$ cat src/rtl/sdram_arb_pkg.sv
// Shared types and constants for the SDRAM bus arbiter.
package sdram_arb_pkg;

    // Requester id field is sized for the largest supported requester count.
    localparam int unsigned MAX_REQ   = 4;
    localparam int unsigned ID_W      = $clog2(MAX_REQ);
    localparam int unsigned BEATS_W   = 4;
    localparam int unsigned MAX_BEATS = 8;

    typedef enum logic {
        IDLE = 1'b0,
        BUSY = 1'b1
    } state_t;

    // One outstanding read: who issued it and how many beats it returns.
    typedef struct packed {
        logic [ID_W-1:0]    id;
        logic [BEATS_W-1:0] beats;
    } rd_tag_t;

    // Beats carried by a command: burst_len+1 for bursts, otherwise one.
    function automatic logic [BEATS_W-1:0] burst_beats(input logic burst, input logic [2:0] len);
        return burst ? ({1'b0, len} + 4'd1) : 4'd1;
    endfunction

endpackage

$ cat src/rtl/sdram_arb_tag_fifo.sv
// In-order FIFO of outstanding read tags; head is read combinationally.
module sdram_arb_tag_fifo #(
    parameter int unsigned DEPTH = 4,
    parameter int unsigned WIDTH = 6
) (
    input  logic                     clk,
    input  logic                     rst,
    input  logic                     push,
    input  logic [WIDTH-1:0]         din,
    input  logic                     pop,
    output logic                     full,
    output logic                     empty,
    output logic [WIDTH-1:0]         head,
    output logic [$clog2(DEPTH):0]   count
);

    localparam int unsigned PW = $clog2(DEPTH);

    logic [WIDTH-1:0] r_mem [DEPTH];
    logic [PW-1:0]    r_wr_ptr;
    logic [PW-1:0]    r_rd_ptr;
    logic [PW:0]      r_count;
    logic             w_do_push;
    logic             w_do_pop;

    assign full      = (r_count == (PW+1)'(DEPTH));
    assign empty     = (r_count == '0);
    assign head      = r_mem[r_rd_ptr];
    assign count     = r_count;
    assign w_do_pop  = pop & ~empty;
    assign w_do_push = push & (~full | w_do_pop);

    // Storage array, written at the tail.
    always_ff @(posedge clk) begin
        if (w_do_push) begin
            r_mem[r_wr_ptr] <= din;
        end
    end

    // Pointers and occupancy; simultaneous push and pop leave the count unchanged.
    always_ff @(posedge clk or posedge rst) begin
        if (rst) begin
            r_wr_ptr <= '0;
            r_rd_ptr <= '0;
            r_count  <= '0;
        end else begin
            if (w_do_push) begin
                r_wr_ptr <= r_wr_ptr + PW'(1);
            end
            if (w_do_pop) begin
                r_rd_ptr <= r_rd_ptr + PW'(1);
            end
            case ({w_do_push, w_do_pop})
                2'b10:   r_count <= r_count + (PW+1)'(1);
                2'b01:   r_count <= r_count - (PW+1)'(1);
                default: r_count <= r_count;
            endcase
        end
    end

endmodule

$ cat src/rtl/sdram_bus_arbiter.sv
// Round-robin arbiter sharing the SDRAM controller bus among NUM_REQ requesters,
// with write-burst grant locking and in-order routing of returned read beats.
module sdram_bus_arbiter
    import sdram_arb_pkg::*;
#(
    parameter int unsigned NUM_REQ = 2,
    parameter int unsigned AW      = 23,
    parameter int unsigned DW      = 16,
    parameter int unsigned MAX_RD  = 4
) (
    input  logic                        clk,
    input  logic                        rst,
    input  logic [NUM_REQ-1:0]          req_read,
    input  logic [NUM_REQ-1:0]          req_write,
    input  logic [NUM_REQ*AW-1:0]       req_addr,
    input  logic [NUM_REQ-1:0]          req_burst,
    input  logic [NUM_REQ*3-1:0]        req_burst_len,
    input  logic [NUM_REQ*DW-1:0]       req_wdata,
    input  logic [NUM_REQ*(DW/8)-1:0]   req_byteenable,
    output logic [NUM_REQ-1:0]          req_ready,
    output logic [NUM_REQ-1:0]          req_rvalid,
    output logic [DW-1:0]               req_rdata,
    output logic                        bus_read,
    output logic                        bus_write,
    output logic [AW-1:0]               bus_addr,
    output logic                        bus_burst,
    output logic [2:0]                  bus_burst_len,
    output logic [DW-1:0]               bus_wdata,
    output logic [DW/8-1:0]             bus_byteenable,
    input  logic                        bus_ready,
    input  logic                        bus_rvalid,
    input  logic [DW-1:0]               bus_rdata,
    output logic                        err_orphan
);

    localparam int unsigned BEW = DW / 8;
    localparam int unsigned GW  = (NUM_REQ > 1) ? $clog2(NUM_REQ) : 1;
    localparam int unsigned CW  = $clog2(MAX_RD) + 1;

    state_t              r_state;
    state_t              w_state_nxt;
    logic [GW-1:0]       r_grant;
    logic [GW-1:0]       w_grant_nxt;
    logic [GW-1:0]       r_rr_ptr;
    logic [GW-1:0]       w_rr_ptr_nxt;
    logic [GW-1:0]       w_rr_after;
    logic [2:0]          r_wr_left;
    logic [2:0]          w_wr_left_nxt;
    logic [BEATS_W-1:0]  r_head_done;
    logic                r_err_orphan;

    logic [NUM_REQ-1:0]  w_elig;
    logic                w_found;
    logic                w_accept;
    logic                w_rd_room;

    logic                w_push;
    logic                w_pop;
    logic                w_full;
    logic                w_empty;
    logic                w_head_valid;
    logic                w_head_last;
    logic [CW-1:0]       w_count;
    rd_tag_t             w_push_tag;
    rd_tag_t             w_head;

    sdram_arb_tag_fifo #(
        .DEPTH (MAX_RD),
        .WIDTH ($bits(rd_tag_t))
    ) u_tag_fifo (
        .clk   (clk),
        .rst   (rst),
        .push  (w_push),
        .din   (w_push_tag),
        .pop   (w_pop),
        .full  (w_full),
        .empty (w_empty),
        .head  (w_head),
        .count (w_count)
    );

    assign w_rd_room    = (w_count < CW'(MAX_RD));
    assign w_elig       = req_write | (req_read & {NUM_REQ{w_rd_room}});
    assign w_accept     = (bus_read | bus_write) & bus_ready;
    assign w_rr_after   = (r_grant == GW'(NUM_REQ - 1)) ? '0 : (r_grant + GW'(1));

    assign w_push       = (r_state == BUSY) & bus_read & bus_ready;
    assign w_push_tag   = '{id: ID_W'(r_grant), beats: burst_beats(bus_burst, bus_burst_len)};

    assign w_head_valid = ~w_empty;
    assign w_head_last  = ((r_head_done + 4'd1) == w_head.beats);
    assign w_pop        = bus_rvalid & w_head_valid & w_head_last;

    assign req_rdata    = bus_rdata;
    assign err_orphan   = r_err_orphan;

    // A read only reaches the bus while a tag slot is free, so the push never overflows.
    assert property (@(posedge clk) disable iff (rst) w_push |-> (!w_full || w_pop));

    // Bus request mux: granted requester's command in BUSY, all zero in IDLE.
    always_comb begin
        bus_read       = 1'b0;
        bus_write      = 1'b0;
        bus_addr       = '0;
        bus_burst      = 1'b0;
        bus_burst_len  = '0;
        bus_wdata      = '0;
        bus_byteenable = '0;
        req_ready      = '0;
        if (r_state == BUSY) begin
            for (int unsigned i = 0; i < NUM_REQ; i++) begin
                if (GW'(i) == r_grant) begin
                    bus_read       = req_read[i];
                    bus_write      = req_write[i];
                    bus_addr       = req_addr[i*AW +: AW];
                    bus_burst      = req_burst[i];
                    bus_burst_len  = req_burst_len[i*3 +: 3];
                    bus_wdata      = req_wdata[i*DW +: DW];
                    bus_byteenable = req_byteenable[i*BEW +: BEW];
                    req_ready[i]   = bus_ready;
                end
            end
        end
    end

    // Read-beat routing to the requester at the head of the tag FIFO.
    always_comb begin
        req_rvalid = '0;
        for (int unsigned i = 0; i < NUM_REQ; i++) begin
            if (bus_rvalid && w_head_valid && (w_head.id == ID_W'(i))) begin
                req_rvalid[i] = 1'b1;
            end
        end
    end

    // Next-state logic: circular search from rr_ptr in IDLE, command/burst tracking in BUSY.
    always_comb begin
        w_state_nxt   = r_state;
        w_grant_nxt   = r_grant;
        w_rr_ptr_nxt  = r_rr_ptr;
        w_wr_left_nxt = r_wr_left;
        w_found       = 1'b0;
        case (r_state)
            IDLE: begin
                // First pass covers rr_ptr..NUM_REQ-1, second pass wraps to the low indices.
                for (int unsigned i = 0; i < NUM_REQ; i++) begin
                    if (!w_found && (GW'(i) >= r_rr_ptr) && w_elig[i]) begin
                        w_found     = 1'b1;
                        w_grant_nxt = GW'(i);
                    end
                end
                for (int unsigned i = 0; i < NUM_REQ; i++) begin
                    if (!w_found && w_elig[i]) begin
                        w_found     = 1'b1;
                        w_grant_nxt = GW'(i);
                    end
                end
                if (w_found) begin
                    w_state_nxt = BUSY;
                end
            end
            BUSY: begin
                if (r_wr_left != '0) begin
                    // Burst write in progress: grant stays locked until the last beat.
                    if (bus_write && bus_ready) begin
                        w_wr_left_nxt = r_wr_left - 3'd1;
                        if (r_wr_left == 3'd1) begin
                            w_state_nxt  = IDLE;
                            w_rr_ptr_nxt = w_rr_after;
                        end
                    end
                end else if (w_accept) begin
                    if (!bus_read && bus_burst && (bus_burst_len != 3'd0)) begin
                        w_wr_left_nxt = bus_burst_len;
                    end else begin
                        w_state_nxt  = IDLE;
                        w_rr_ptr_nxt = w_rr_after;
                    end
                end else if (!bus_read && !bus_write) begin
                    w_state_nxt  = IDLE;
                    w_rr_ptr_nxt = w_rr_after;
                end
            end
            default: w_state_nxt = IDLE;
        endcase
    end

    // FSM, grant, round-robin pointer and write-burst counter registers.
    always_ff @(posedge clk or posedge rst) begin
        if (rst) begin
            r_state   <= IDLE;
            r_grant   <= '0;
            r_rr_ptr  <= '0;
            r_wr_left <= '0;
        end else begin
            r_state   <= w_state_nxt;
            r_grant   <= w_grant_nxt;
            r_rr_ptr  <= w_rr_ptr_nxt;
            r_wr_left <= w_wr_left_nxt;
        end
    end

    // Head beat counter and sticky orphan-beat flag.
    always_ff @(posedge clk or posedge rst) begin
        if (rst) begin
            r_head_done  <= '0;
            r_err_orphan <= 1'b0;
        end else if (bus_rvalid) begin
            if (!w_head_valid) begin
                r_err_orphan <= 1'b1;
            end else if (w_head_last) begin
                r_head_done <= '0;
            end else begin
                r_head_done <= r_head_done + 4'd1;
            end
        end
    end

endmodule

$ cat config.mk
export PLATFORM = sky130hd
export DESIGN_NAME = sdram_bus_arbiter
export DESIGN_NICKNAME = d
export VERILOG_FILES = /design/src/rtl/sdram_arb_pkg.sv /design/src/rtl/sdram_arb_tag_fifo.sv /design/src/rtl/sdram_bus_arbiter.sv
export SDC_FILE = /design/constraint.sdc
export NUM_CORES = 1
export LEC_CHECK = 0
export CELL_PAD_IN_SITES_DETAIL_PLACEMENT = 2
export CELL_PAD_IN_SITES_GLOBAL_PLACEMENT = 2
export CORE_MARGIN = 3
export CORE_UTILIZATION = 20
export DETAILED_ROUTE_END_ITERATION = 6
export GPL_TIMING_DRIVEN = 0
export PLACE_DENSITY_LB_ADDON = 0.15
export RECOVER_POWER = 50
export SYNTH_ARGS = -nofsm -noshare
export SYNTH_HDL_FRONTEND = slang
export SYNTH_SLANG_ARGS = --single-unit
export TNS_END_PERCENT = 100
$ cat constraint.sdc
create_clock -name clk -period 3.1 [get_ports clk]
set_input_delay 0.62 -clock clk [delete_from_list [all_inputs] [get_ports clk]]
set_output_delay 0.62 -clock clk [all_outputs]
set_load 0.1 [all_outputs]
After elaboration in Yosys (flattened, before gate mapping)
Memories as Yosys holds them, arrays and structs flattened.
Index checks and enable logic that the tools add are counted.
{"block": "word_totals", "in_bits": 114, "n_memories": 1, "ff_bits": 18, "word_cells": 130, "out_inout_bits": 68, "mem_bits_rw": 20}
{"block": "op_classes", "bitwise": 14, "add_sub_neg": 8, "n_reduce_logical": 31, "magnitude_cmp": 3, "eq_ne": 9, "n_mux": 55}
{"memory": "u_tag_fifo.r_mem", "words": 4, "word_bits": 5, "read_ports": 1, "rd_ports_with_merged_regs": 0, "write_ports": 1, "line_no": "sdram_arb_tag_fifo.sv:19", "rtl": "logic [WIDTH-1:0] r_mem [DEPTH];"}
{"cell": "2-to-1 mux 23 bit", "count": 2}
{"cell": "2-to-1 mux 1 bit", "count": 38}
{"cell": "2-to-1 mux 16 bit", "count": 2}
{"cell": "2-to-1 mux 3 bit", "count": 6}
{"cell": "logical AND 1 bit", "count": 12}
{"cell": "nonzero test 3 bit", "count": 3}
{"cell": "2-to-1 mux 4 bit", "count": 2}
{"cell": "bitwise AND 1 bit", "count": 7}
{"cell": "2-to-1 mux 2 bit", "count": 3}
{"cell": "case mux 3 bit (2 select lines)", "count": 1}
{"cell": "AND reduction 2 bit", "count": 3}
{"cell": "nonzero test 2 bit", "count": 3}
{"cell": "subtractor 3 x 1 -> 3 bit (second input constant)", "count": 2}
{"cell": "zero test 1 bit", "count": 5}
{"cell": "AND reduction 5 bit", "count": 1}
{"cell": "adder 2 x 1 -> 2 bit (second input constant)", "count": 2}
{"cell": "adder 3 x 1 -> 4 bit (second input constant)", "count": 1}
{"cell": "adder 4 x 1 -> 4 bit (second input constant)", "count": 1}
{"cell": "equality test 2 x 1 -> 1 bit (second input constant)", "count": 2}
{"cell": "equality test 4 bit", "count": 1}
{"cell": "inequality test 2 x 1 -> 1 bit (second input constant)", "count": 2}
{"cell": "AND reduction 4 bit", "count": 1}
{"cell": "nonzero test 4 bit", "count": 1}
{"cell": "adder 3 x 1 -> 3 bit (second input constant)", "count": 1}
{"cell": "14 further kinds", "count": 18}

Longest topological paths before layout
{"block": "depth", "word_depth": 21, "ltp_mapped": 12, "mapped_depth_nobuf": 12}

Hierarchy
Synthesis repeated with hierarchy kept, for this count alone.
{"block": "hier_totals", "hier_cells": 288, "area_unflattened_um2": 2970.3}
{"module": "sdram_bus_arbiter", "seq_area_each_um2": 275.3, "area_each_um2": 1664.1, "cells_per_inst": 217, "n_inst": 1}
{"module": "sdram_arb_tag_fifo", "seq_area_each_um2": 895.9, "area_each_um2": 1306.3, "cells_per_inst": 71, "n_inst": 1}

Worst setup path before layout
OpenSTA, ideal clock, no wires.
{"block": "synth_path", "kind": "reg2reg", "startpoint": "reg r_grant", "endpoint": "reg r_wr_left[0]", "setup_slack_ns": -0.845, "stages_incl_launch_ff": 12, "arrival_time_ns": 3.858, "required_ns": 3.013, "synth_period_minus_slack_ns": 3.945, "setup_time_ns": 0.087, "path_buffers": 2, "path_cell_list": "dfrtp_1 buf_2 buf_1 mux2i_1 nor2_1 inv_1 ha_1 inv_1 o2111ai_1 a2111oi_2 nand3_1 o211ai_1"}
{"block": "synth_between", "word_cells_on_any_way": 22, "classes_between": "eq/ne (1); mux (11); bitwise (2); reduce/logical (8)"}
{"element": "start: declaration", "line_no": "sdram_bus_arbiter.sv:42", "rtl": "logic [GW-1:0] r_grant;"}
{"element": "start signal: assignment", "line_no": "sdram_bus_arbiter.sv:197", "rtl": "r_grant <= w_grant_nxt;"}
{"element": "2-to-1 mux 3 bit *", "line_no": "sdram_bus_arbiter.sv:112", "rtl": "if (GW'(i) == r_grant) begin"}
{"element": "2-to-1 mux 3 bit *", "line_no": "sdram_bus_arbiter.sv:110", "rtl": "if (r_state == BUSY) begin"}
{"element": "net bus_burst_len[0]", "line_no": "sdram_bus_arbiter.sv:27", "rtl": "output logic [2:0] bus_burst_len,"}
{"element": "nonzero test 3 bit", "line_no": "sdram_bus_arbiter.sv:173", "rtl": "if (!bus_read && bus_burst && (bus_burst_len != 3'd0)) begin"}
{"element": "logical AND 1 bit", "line_no": "sdram_bus_arbiter.sv:173"}
{"element": "nonzero test 2 bit (no line)"}
{"element": "AND reduction 4 bit (no line)"}
{"element": "end signal: assignment", "line_no": "sdram_bus_arbiter.sv:199", "rtl": "r_wr_left <= w_wr_left_nxt;"}
{"element": "end: declaration", "line_no": "sdram_bus_arbiter.sv:47", "rtl": "logic [2:0] r_wr_left;"}
Mark *: on every way through the listed nets, which the timed path passes. The rest lies on a longest branch. The select of a mux whose other input is x is not followed.
A chain may end at the register's enable or synchronous reset.

Worst setup path in the final report
{"block": "layout_path", "startpoint": "reg u_tag_fifo.r_rd_ptr[0]", "endpoint": "reg u_tag_fifo.r_count[2], in the netlist u_tag_fifo.count[2]"}
{"block": "layout_between", "elab_chain_cells": 8, "word_cells_on_any_way": 10, "classes_between": "eq/ne (3); mux (1); bitwise (4); reduce/logical (1); memory (1)"}
{"element": "start: declaration", "line_no": "sdram_arb_tag_fifo.sv:21", "rtl": "logic [PW-1:0] r_rd_ptr;"}
{"element": "start signal: assignment", "line_no": "sdram_arb_tag_fifo.sv:51", "rtl": "r_rd_ptr <= r_rd_ptr + PW'(1);"}
{"element": "memory read (4 x 5 bit) *"}
{"element": "equality test 4 bit *", "line_no": "sdram_bus_arbiter.sv:91", "rtl": "assign w_head_last = ((r_head_done + 4'd1) == w_head.beats);"}
{"element": "bitwise AND 1 bit *", "line_no": "sdram_bus_arbiter.sv:92", "rtl": "assign w_pop = bus_rvalid & w_head_valid & w_head_last;"}
{"element": "bitwise AND 1 bit *", "line_no": "sdram_arb_tag_fifo.sv:30", "rtl": "assign w_do_pop = pop & ~empty;"}
{"element": "net u_tag_fifo.w_do_pop", "line_no": "sdram_arb_tag_fifo.sv:24", "rtl": "logic w_do_pop;"}
{"element": "bitwise OR 1 bit", "line_no": "sdram_arb_tag_fifo.sv:31", "rtl": "assign w_do_push = push & (~full | w_do_pop);"}
{"element": "bitwise AND 1 bit", "line_no": "sdram_arb_tag_fifo.sv:31"}
{"element": "equality test 2 x 1 -> 1 bit / equality test 2 bit (equally long branches)", "line_no": "sdram_arb_tag_fifo.sv:53", "rtl": "case ({w_do_push, w_do_pop})"}
{"element": "case mux 3 bit (2 select lines) / nonzero test 2 bit (equally long branches)"}
{"element": "end signal: assignment", "line_no": "sdram_arb_tag_fifo.sv:54", "rtl": "2'b10: r_count <= r_count + (PW+1)'(1);"}
{"element": "end signal: assignment", "line_no": "sdram_arb_tag_fifo.sv:55", "rtl": "2'b01: r_count <= r_count - (PW+1)'(1);"}
{"element": "end signal: assignment", "line_no": "sdram_arb_tag_fifo.sv:56", "rtl": "default: r_count <= r_count;"}
{"element": "end: declaration", "line_no": "sdram_arb_tag_fifo.sv:22", "rtl": "logic [PW:0] r_count;"}
Mark *: on every way through the listed nets, which the timed path passes. The rest lies on a longest branch.

==> flow_metrics.py <==
metrics = {
    "worst_setup_path": {
        "crit_fanout": 7,
        "r2r-start": "u_tag_fifo.r_rd_ptr[0]$_DFFE_PP0P_",
        "crit_path_start": "u_tag_fifo.r_rd_ptr[0]$_DFFE_PP0P_",
        "reg2reg_to": "u_tag_fifo.count[2]$_DFFE_PP0P_",
        "crit_required_ps": 3300,
        "crit_arrival_ps": 3190,
        "worst_r2r_path_depth": 12,
        "critPathKind": "flop to flop",
        "crit_path_start_kind": "flop",
        "rrSetupSlack_ps": 120,
        "end_kind": "flop",
    },
    "timing": {
        "finalSetupViolCount": 0,
        "finalClockSkew_ps": 2.44,
        "relSlewSlack": 0.332,
        "fin_hold_ws_ps": 480,
        "fin_ws_ps": 118,
        "fmax_ghz": 0.335,
        "slew_violations": 0,
        "rsz0062_at_grt": "yes",
        "min_period_over_period": 0.962,
        "period_needed_ps": 2980,
        "hold_viol_final": 0,
        "worst_slew_pin_slew_ps": 1010,
    },
    "yosys": {
        "synth_seq_cells": 38,
        "ys_seq_area_frac": 0.373,
        "yosys.area.top_type": "edfxtp_1",
        "syn_area_sq_mm": 0.00282,
        "ys_types": 43,
        "synth-main-ff-cell": "edfxtp_1",
        "synth_warnings": 0,
        "async_flop_share": 0.474,
        "synthesis.instances": 290,
        "yosys.area.top_type_share": 0.213,
        "synth_commonest_cells": "nor2_1, mux2i_1, edfxtp_1, dfrtp_1, inv_1",
        "synth_area_per_cell_sq_um": 9.72,
        "synth_edf_count": 20,
        "yosysMostFrequentCell": "nor2_1",
        "syn_nets": 416,
        "synth.area.top_cells": "edfxtp_1, mux2i_1, dfrtp_1",
    },
    "place": {
        "dpl-instance-area_sq_mm": 0.00479,
        "hpwl_microns": 10000,
        "gp_congestion": 0.740,
        "numPortBuffers": 165,
        "place_ws_ps": -946,
    },
    "global_routing": {
        "grt_max_degree": 19,
        "grt_pass1_wl_microns": 18500,
        "grt_pass1_vias": 3334,
        "overflow": 0,
        "antenna_found_initial": 0,
        "grt_util_all_layers": 0.151,
    },
    "pwr": {
        "p_sw_frac": 0.614,
        "p_sw_w": 0.00369,
        "p_int_w": 0.00232,
        "comb_power_share": 0.748,
        "clockPowerShare": 0.111,
        "ir_drop_mv": 0.599,
        "p_leak_nw": 2.12,
        "seq_power_share": 0.141,
        "p_per_area_mw_per_mm2": 1230,
        "power_w": 0.00601,
    },
    "floorplan": {
        "row_count": 42,
        "die_x_microns": 125,
        "initial_utilization": 0.209,
        "die_y_microns": 125,
        "core-area_sq_mm": 0.0135,
        "io_pins": 182,
        "dieArea_sq_mm": 0.0156,
    },
    "clock_network": {
        "htreeDepth": 2,
        "cts_max_path_buffers": 2,
        "cts_tree": "yes",
        "clkSinkCount": 38,
        "cts_inserted_buffers": 5,
        "clock_latency_ps": 280,
        "clock-root-buffer": "clkbuf_16",
        "clkTransAtPathRegs_ps": 60,
    },
    "drt": {
        "drtIter0Drc": 63,
        "dr.pass1.iters": 4,
        "vias_per_cell": 4.41,
        "vias": 2823,
        "drc": 0,
        "ant_nets": 0,
        "routed_wl_microns": 11900,
        "wl_per_cell_microns": 18.6,
    },
    "finish": {
        "syn2layout_area_growth_pct": 72.6,
        "nets": 589,
        "drive_gt1_frac": 0.289,
        "fillers": 1473,
        "finish.utilization": 0.360,
        "diodes": 0,
        "final_cell_area_sq_mm": 0.00487,
    },
    "outcome": {
        "status": "finished, final reports clean",
    },
    "hold_path": {
        "hp-start": "err_orphan$_DFFE_PP0P_",
        "hp-class": "flop to flop",
        "hold_depth": 1,
        "min_to": "err_orphan$_DFFE_PP0P_",
    },
    "flow_run": {
        "drv_cap": 0,
    },
}
-- cells by family after synthesis --
| kind of cell | Yosys count | synth area share |
|---|---|---|
| DFF | 38 | 0.373 |
| and+or+nand+nor | 96 | 0.147 |
| AOI/OAI and AO/OA | 27 | 0.0648 |
| adders and majority gates | 12 | 0.0559 |
| buffers and inverters | 48 | 0.0887 |
| xor gates and xnor gates | 13 | 0.0453 |
| muxes | 56 | 0.225 |
-- area by class of cell --
type | count | area, sq um | area share
Sequential cell | 38 | 1050 | 0.216
Multi-Input combinational cell | 204 | 1660 | 0.341
Timing Repair Buffer | 167 | 1490 | 0.305
Inverter | 18 | 67.6 | 0.0139
Tap cell | 176 | 220 | 0.0452
Buffer | 29 | 198 | 0.0406
Clock buffer | 5 | 125 | 0.0257
Clock inverter | 3 | 63.8 | 0.0131
-- critical path: stages (launching register included) --
cell	delay [ps]
dfrtp_1	340
buf_6	150
mux4_2	540
xnor3_1	250
and4bb_4	260
and2_4	180
o21ai_1	130
ha_2	200
inv_1	60
fa_1	370
xor2_1	150
nor2_1	140
xnor2_1	140
-- through the flow --
stage                     TNS, ps  std cells
after global placement     -30390        631
after global routing         -108        640
after CTS                   -51.7        638
after detailed placement   -33990        631
final                           0        640
after floorplan                 0        290
-- per-layer routing --
layer / GRT usage / wire length (microns) / vias to the layer above
li1: - / - / 1336
met1: 0.146 / 4090 / 1370
met2: 0.297 / 6590 / 109
met3: 0.0648 / 1150 / 8
met4: 0.0251 / 104 / 0
met5: 0 / 0 / -
-- placed cells by master (no fill, tap or decap), types with 7 or more instances in the layout --
cell type / n
inv_1: 18
buf_4: 19
buf_2: 38
nor2_2: 36
nor2_1: 20
edfxtp_1: 20
clkdlybuf4s50_1: 113
mux2i_1: 47
dfrtp_1: 18
ha_1: 10
xnor2_1: 7
nand2_1: 17
-- sequential cells by signal (all words and copies together) (netlist names) --
register,cells
r_head_done,4
u_tag_fifo.r_wr_ptr,2
r_rr_ptr,1
err_orphan,1
r_state,1
r_wr_left,3
r_grant,1
u_tag_fifo.count,3
u_tag_fifo.r_rd_ptr,2
u_tag_fifo.r_mem,20
-- power by group through the flow --
stage / sequential [W] / clock, W / combinational (W)
after floorplan: 0.000849 / 0 / 0.00345
after global placement: 0.000823 / 0 / 0.00463
after detailed placement: 0.000838 / 0 / 0.00469
after CTS: 0.000847 / 0.000680 / 0.00462
after global routing: 0.000871 / 0.000702 / 0.00477
final: 0.000848 / 0.000666 / 0.00450
-- worst max-delay path by stage --
stage | endpoint | depth (start not counted)
floorplan | r_wr_left[2]$_DFFE_PP0P_ | 11
global placement | bus_addr[18] | 6
detailed placement | bus_addr[18] | 6
CTS | u_tag_fifo.count[2]$_DFFE_PP0P_ | 11
global route | u_tag_fifo.count[2]$_DFFE_PP0P_ | 12
finish | u_tag_fifo.count[2]$_DFFE_PP0P_ | 12
-- timing repair --
| item | in CTS | in global routing |
|---|---|---|
| buffers inserted | 0 | 2 |
| setup endpoints to repair | 58 | 35 |
| hold buffers | 0 | 0 |
| pin swaps | 0 | 2 |
| cloned | 0 | 0 |
| gates resized for setup | 171 | 60 |
(Power assumes the default switching activity.)
